--- src/rtl/branch_zero_seq.sv ---
// Multi-cycle BEQ/BNE evaluator: XORs the operands once, then OR-reduces the
// difference CHUNK bits per cycle from the LSB upward to decide equality.
module branch_zero_seq #(
  parameter int CHUNK      = 8,
  parameter bit EARLY_EXIT = 1'b1
) (
  input  logic        CLK,
  input  logic        RST_N,
  input  logic        START,
  input  logic        ABORT,
  input  logic [31:0] A,
  input  logic [31:0] B,
  input  logic [2:0]  FUNCT3,
  output logic        READY,
  output logic        BUSY,
  output logic        DONE,
  output logic        ZERO,
  output logic        TAKEN,
  output logic        ILLEGAL
);
  localparam int NCH = 32 / CHUNK;
  localparam int IW  = (NCH > 1) ? $clog2(NCH) : 1;

  typedef enum logic [1:0] {S_IDLE, S_SCAN, S_FIN} state_t;

  state_t r_state, w_next;

  logic [31:0]   r_d;
  logic          r_bne;
  logic          r_acc;
  logic [IW-1:0] r_idx;
  logic          r_zero, r_taken, r_illegal;

  logic [NCH-1:0][CHUNK-1:0] w_chunks;
  logic          w_legal, w_accept, w_last, w_acc_nx, w_scan_end;

  assign w_chunks   = r_d;
  assign w_legal    = (FUNCT3[2:1] == 2'b00);
  assign w_accept   = (r_state == S_IDLE) && START && !ABORT;
  assign w_last     = (r_idx == IW'(NCH - 1));
  assign w_acc_nx   = r_acc | (|w_chunks[r_idx]);
  // Exit on the last chunk, or on the first nonzero chunk when early exit is on.
  assign w_scan_end = (r_state == S_SCAN) && !ABORT &&
                      (w_last || (EARLY_EXIT && w_acc_nx));

  always_ff @(posedge CLK or negedge RST_N) begin
    if (!RST_N) r_state <= S_IDLE;
    else        r_state <= w_next;
  end

  always_comb begin
    w_next = r_state;
    case (r_state)
      S_IDLE: if (w_accept) w_next = w_legal ? S_SCAN : S_FIN;
      S_SCAN: begin
        if (ABORT)           w_next = S_IDLE;
        else if (w_scan_end) w_next = S_FIN;
      end
      S_FIN:   w_next = S_IDLE;
      default: w_next = S_IDLE;
    endcase
  end

  always_ff @(posedge CLK or negedge RST_N) begin
    if (!RST_N) begin
      r_d       <= '0;
      r_bne     <= 1'b0;
      r_acc     <= 1'b0;
      r_idx     <= '0;
      r_zero    <= 1'b0;
      r_taken   <= 1'b0;
      r_illegal <= 1'b0;
    end else if (w_accept) begin
      r_d       <= A ^ B;
      r_bne     <= FUNCT3[0];
      r_acc     <= 1'b0;
      r_idx     <= '0;
      r_zero    <= 1'b0;
      r_taken   <= 1'b0;
      r_illegal <= ~w_legal;
    end else if (ABORT && (r_state != S_IDLE)) begin
      r_zero    <= 1'b0;
      r_taken   <= 1'b0;
      r_illegal <= 1'b0;
    end else if (r_state == S_SCAN) begin
      r_acc <= w_acc_nx;
      r_idx <= r_idx + 1'b1;
      if (w_scan_end) begin
        r_zero  <= ~w_acc_nx;
        r_taken <= r_bne ? w_acc_nx : ~w_acc_nx;
      end
    end
  end

  assign READY   = (r_state == S_IDLE);
  assign BUSY    = (r_state == S_SCAN);
  assign DONE    = (r_state == S_FIN);
  assign ZERO    = r_zero;
  assign TAKEN   = r_taken;
  assign ILLEGAL = r_illegal;
endmodule

--- config.mk ---
export PLATFORM = sky130hd
export DESIGN_NAME = branch_zero_seq
export DESIGN_NICKNAME = d
export VERILOG_FILES = /design/src/rtl/branch_zero_seq.sv
export SDC_FILE = /design/constraint.sdc
export NUM_CORES = 1
export LEC_CHECK = 0
export ABC_CLOCK_PERIOD_IN_PS = 1600
export BUFFER_PORTS_ARGS = -buffer_cell sky130_fd_sc_hd__buf_2
export CAP_MARGIN = 25
export CORE_MARGIN = 3
export CORE_UTILIZATION = 23
export CTS_CLUSTER_SIZE = 12
export DETAILED_ROUTE_END_ITERATION = 10
export GPL_TIMING_DRIVEN = 0
export PLACE_DENSITY = 0.47
export SLEW_MARGIN = 20
export SYNTH_ARGS = -nofsm -noshare
export SYNTH_HDL_FRONTEND = slang
export SYNTH_SLANG_ARGS = --single-unit
--- constraint.sdc ---
create_clock -name CLK -period 1.6 [get_ports CLK]
set_input_delay 0.08 -clock CLK [delete_from_list [all_inputs] [get_ports CLK]]
set_output_delay 0.08 -clock CLK [all_outputs]
set_load 0.005 [all_outputs]
==> key figures <==
Cells and area
  – Layout cells sized above 1: 0.3603
  – Final Cell Area: 0.002734 mm2
  – Number of non-filler instances in the completed layout: between 400 and 500
  – # fillers: 902
  – Area growth, synth to finish: 36.99%
  – Fin nets: between 300 and 400
  – Ant. Diodes: 0

Place
  – Port Buffers: 76
  – GP Congestion: 0.7742
  – Dpl hpwl: between 3000 and 4000 um
  – Dpl cell area: ~0.0025 mm2
  – Placed Cells: 385

STA
  – Slew HR: 0.6575
  – Max-slew violations: 0
  – Final worst path period share: 1.073
  – Fin Setup TNS: -0.3669 ns
  – Final Skew: roughly 0.0014 ns
  – Worst Setup Slack, final: -0.1166 ns
  – Max frequency: around 0.58 GHz
  – Least-Margin Pin Slew: 0.5137 ns
  – Hold slack: 0.02125 ns
  – Fin crit period: approximately 1.7 ns
  – Final-report setup violation count: 4
  – Hold Fails Final Rpt: 0
  – RSZ-0062 raised after global routing: yes

Clock network
  – Clock tree buffer depth: 2
  – # clock sinks: slightly above 40
  – Clock transition at path regs: approximately 0.080 ns
  – TritonCTS clock tree: yes
  – H-tree levels: 2
  – Worst-Skew Late Latency: around 0.29 ns
  – Root Buffer: clkbuf_8
  – Cts bufs inserted: 5

Pwr
  – Pint: ~1.8 mW
  – Max VDD drop: between 0.2 and 0.3 mV
  – Part of the power in registers: 0.531
  – Comb power frac: 0.207
  – Psw: ~0.7 mW
  – Sw Share: 0.2801
  – Clock Power Share: 0.263
  – LEAKAGE: between 1 and 1.5 nW
  – Power per cell area: between 900 and 1000 mW/mm2

Worst setup path
  – CP Capture Type: register
  – CP bufs+invs: 0
  – Top delay family on crit path: simple AND/OR/NAND/NOR gates
  – Crit path max fanout: 4
  – CP Data Arrival Time: approximately 1.9 ns
  – Setup CP Type: reg -> reg
  – CP max stage delay: 0.55 ns
  – Worst EP required: 1.78 ns
  – Crit-path cells: or4_4 -> nor3_4 -> a311o_2 -> nand2_4 -> o31a_1
  – CP max-delay cell: or4_4
  – Startpoint Class: register

Route
  – 1st-iter DRT viols: 22
  – Vias/cell: around 4.4
  – Vias: about 1700
  – Routed WL: 4875 um
  – Pre-antenna DRT Iters: 4
  – Routed length per instance: 12.13 um
  – DRC: 0
  – Post-DRT Antenna Nets: 0

Yosys
  – EDFF count, synth: 0
  – Yosys warnings: 0
  – Cells after Synth: ~200
  – Async S/R FF share, synth: 1.000
  – Mapped Avg Cell Area: between 9 and 10 um2
  – Most frequent cells after synthesis: nor2_1, dfrtp_1, a21oi_1
  – Main flop type after synthesis: dfrtp_1
  – Sequential fraction of the synthesis area: 0.5141
  – Synth Cell Area: roughly 0.002 mm2
  – Most frequent cell after synthesis: nor2_1
  – Most area-consuming cells after synthesis: dfrtp_1, xnor2_1, a21oi_1
  – Post-synth top area cell: dfrtp_1
  – Synthesized net count: 276
  – Synth Register Bits: about 40
  – Yosys cell types: 33
  – Share of the synthesized area in the top cell type: 0.5141

GRT
  – Initial antenna violation count: 0
  – Largest net degree at the start of global routing: 42
  – Total track usage: 0.1025
  – Vias in the first global route: approximately 1700
  – Grt ovf: 0
  – First-pass GRT wire length: 8169 um

Floorplan
  – Row cnt: 33
  – Die X: between 90 and 100 um
  – Top-Level Pins: a little under 80
  – Core area: roughly 0.0083 mm2
  – Overall die height: about 99 um
  – Die ar.: 0.009831 mm2
  – Initial Util: 0.2393

Run status
  – Failing checks: negative setup slack
  – Status: finished, violations left

Worst hold path
  – Class of the worst hold path: in -> reg

Job
  – Number of max-cap violations: 0
==> final timing paths <==
check	slack, ns	startpoint	endpoint	cells after the start
max reg2reg	-0.12	r_d[6]	r_state[1]	5
max	-0.12	r_d[6]	r_state[1]	5
min reg2reg	0.53	r_d[29]	r_d[29]	2
max in group asynchronous	0.83	RST_N	r_d[16]	3
min	0.02	FUNCT3[0]	r_bne	2
min in group asynchronous	0.30	RST_N	r_state[1]	2
==> cells in the final DEF, fill, tap and decap left out, types with 2 or more instances in the layout <==
cell type	Yosys	routed
buf_2	4	79
nor2_1	42	42
dfrtp_1	41	41
a21oi_1	36	35
xnor2_1	33	33
nand2_1	6	6
buf_4	0	6
nor4_1	5	5
clkbuf_8	0	5
nor3_4	0	3
nand3_1	3	3
dlygate4sd3_1	0	3
inv_2	2	2
inv_1	2	2
clkbuf_2	0	2
or4_4	1	2
nor3_1	2	2
a31oi_1	2	2
clkbuf_1	4	2
==> metal layers <==
| metal | track usage | up-vias | share of wire |
|---|---|---|---|
| li1 | - | 885 | - |
| met1 | 0.1368 | 810 | 0.44 |
| met2 | 0.1648 | 49 | 0.49 |
| met3 | 0.02665 | 5 | 0.060 |
| met4 | 0.02836 | 0 | 0.0070 |
| met5 | 0 | - | 0 |
==> worst reg2reg max path, cell delays in order, from the launching register on <==
cell and delay (ns):
dfrtp_1 0.38, or4_4 0.55, nor3_4 0.18, a311o_2 0.20, nand2_4 0.07, o31a_1 0.23
==> state kept, by name (all words and copies together) (netlist names) <==
| register | flops |
|---|---|
| ZERO | 1 |
| r_bne | 1 |
| TAKEN | 1 |
| r_d | 32 |
| r_idx | 2 |
| r_acc | 1 |
| ILLEGAL | 1 |
| r_state | 2 |
==> cells by family after synthesis <==
logic type,after synthesis,share of synthesized area
simple gates,68,0.1611
compound gates,47,0.1379
flops,41,0.5141
xor+xnor,33,0.1448
buf+inv,12,0.02508
mux,2,0.01066
fa+ha+maj,1,0.006269
==> through the flow <==
step / util / total power [mW] / setup slack (ns)
2_1_floorplan: - / 1.594 / 0.005692
3_3_place_gp: 0.3006 / 1.799 / -0.1736
3_5_place_dp: 0.3006 / 1.816 / -0.1893
4_1_cts: 0.3162 / 2.502 / -0.1460
5_1_grt: 0.3278 / 2.665 / -0.1805
6_report: 0.3278 / 2.489 / -0.1166
==> cell type report <==
type                       count  area, um2  share of cell area
inverter                       4      15.01            0.005492
multi-input combinational    151      950.9              0.3478
timing repair buffer          86      483.0              0.1767
buffer                         7      43.79             0.01602
sequential                    41       1026              0.3753
clock buffer                   7      76.32             0.02792
clock inverter                 1      7.507            0.002746
tap                          105      131.4             0.04805
==> what timing repair did <==
action / 4_1_cts / 5_1_grt
endpoints found under the hold margin: 42 / 0
buffers inserted: 1 / 5
pin swaps: 3 / 4
gates resized for setup: 2 / 14
hold buffers: 3 / 0
setup endpoints to repair: 39 / 39
==> power by group through the flow <==
stage | clock (mW) | combinational [mW] | sequential [mW]
6_report | 0.654 | 0.514 | 1.32
2_1_floorplan | 0 | 0.289 | 1.30
4_1_cts | 0.688 | 0.498 | 1.32
5_1_grt | 0.726 | 0.594 | 1.35
3_3_place_gp | 0 | 0.468 | 1.33
3_5_place_dp | 0 | 0.478 | 1.34
(Power assumes the default switching activity.)
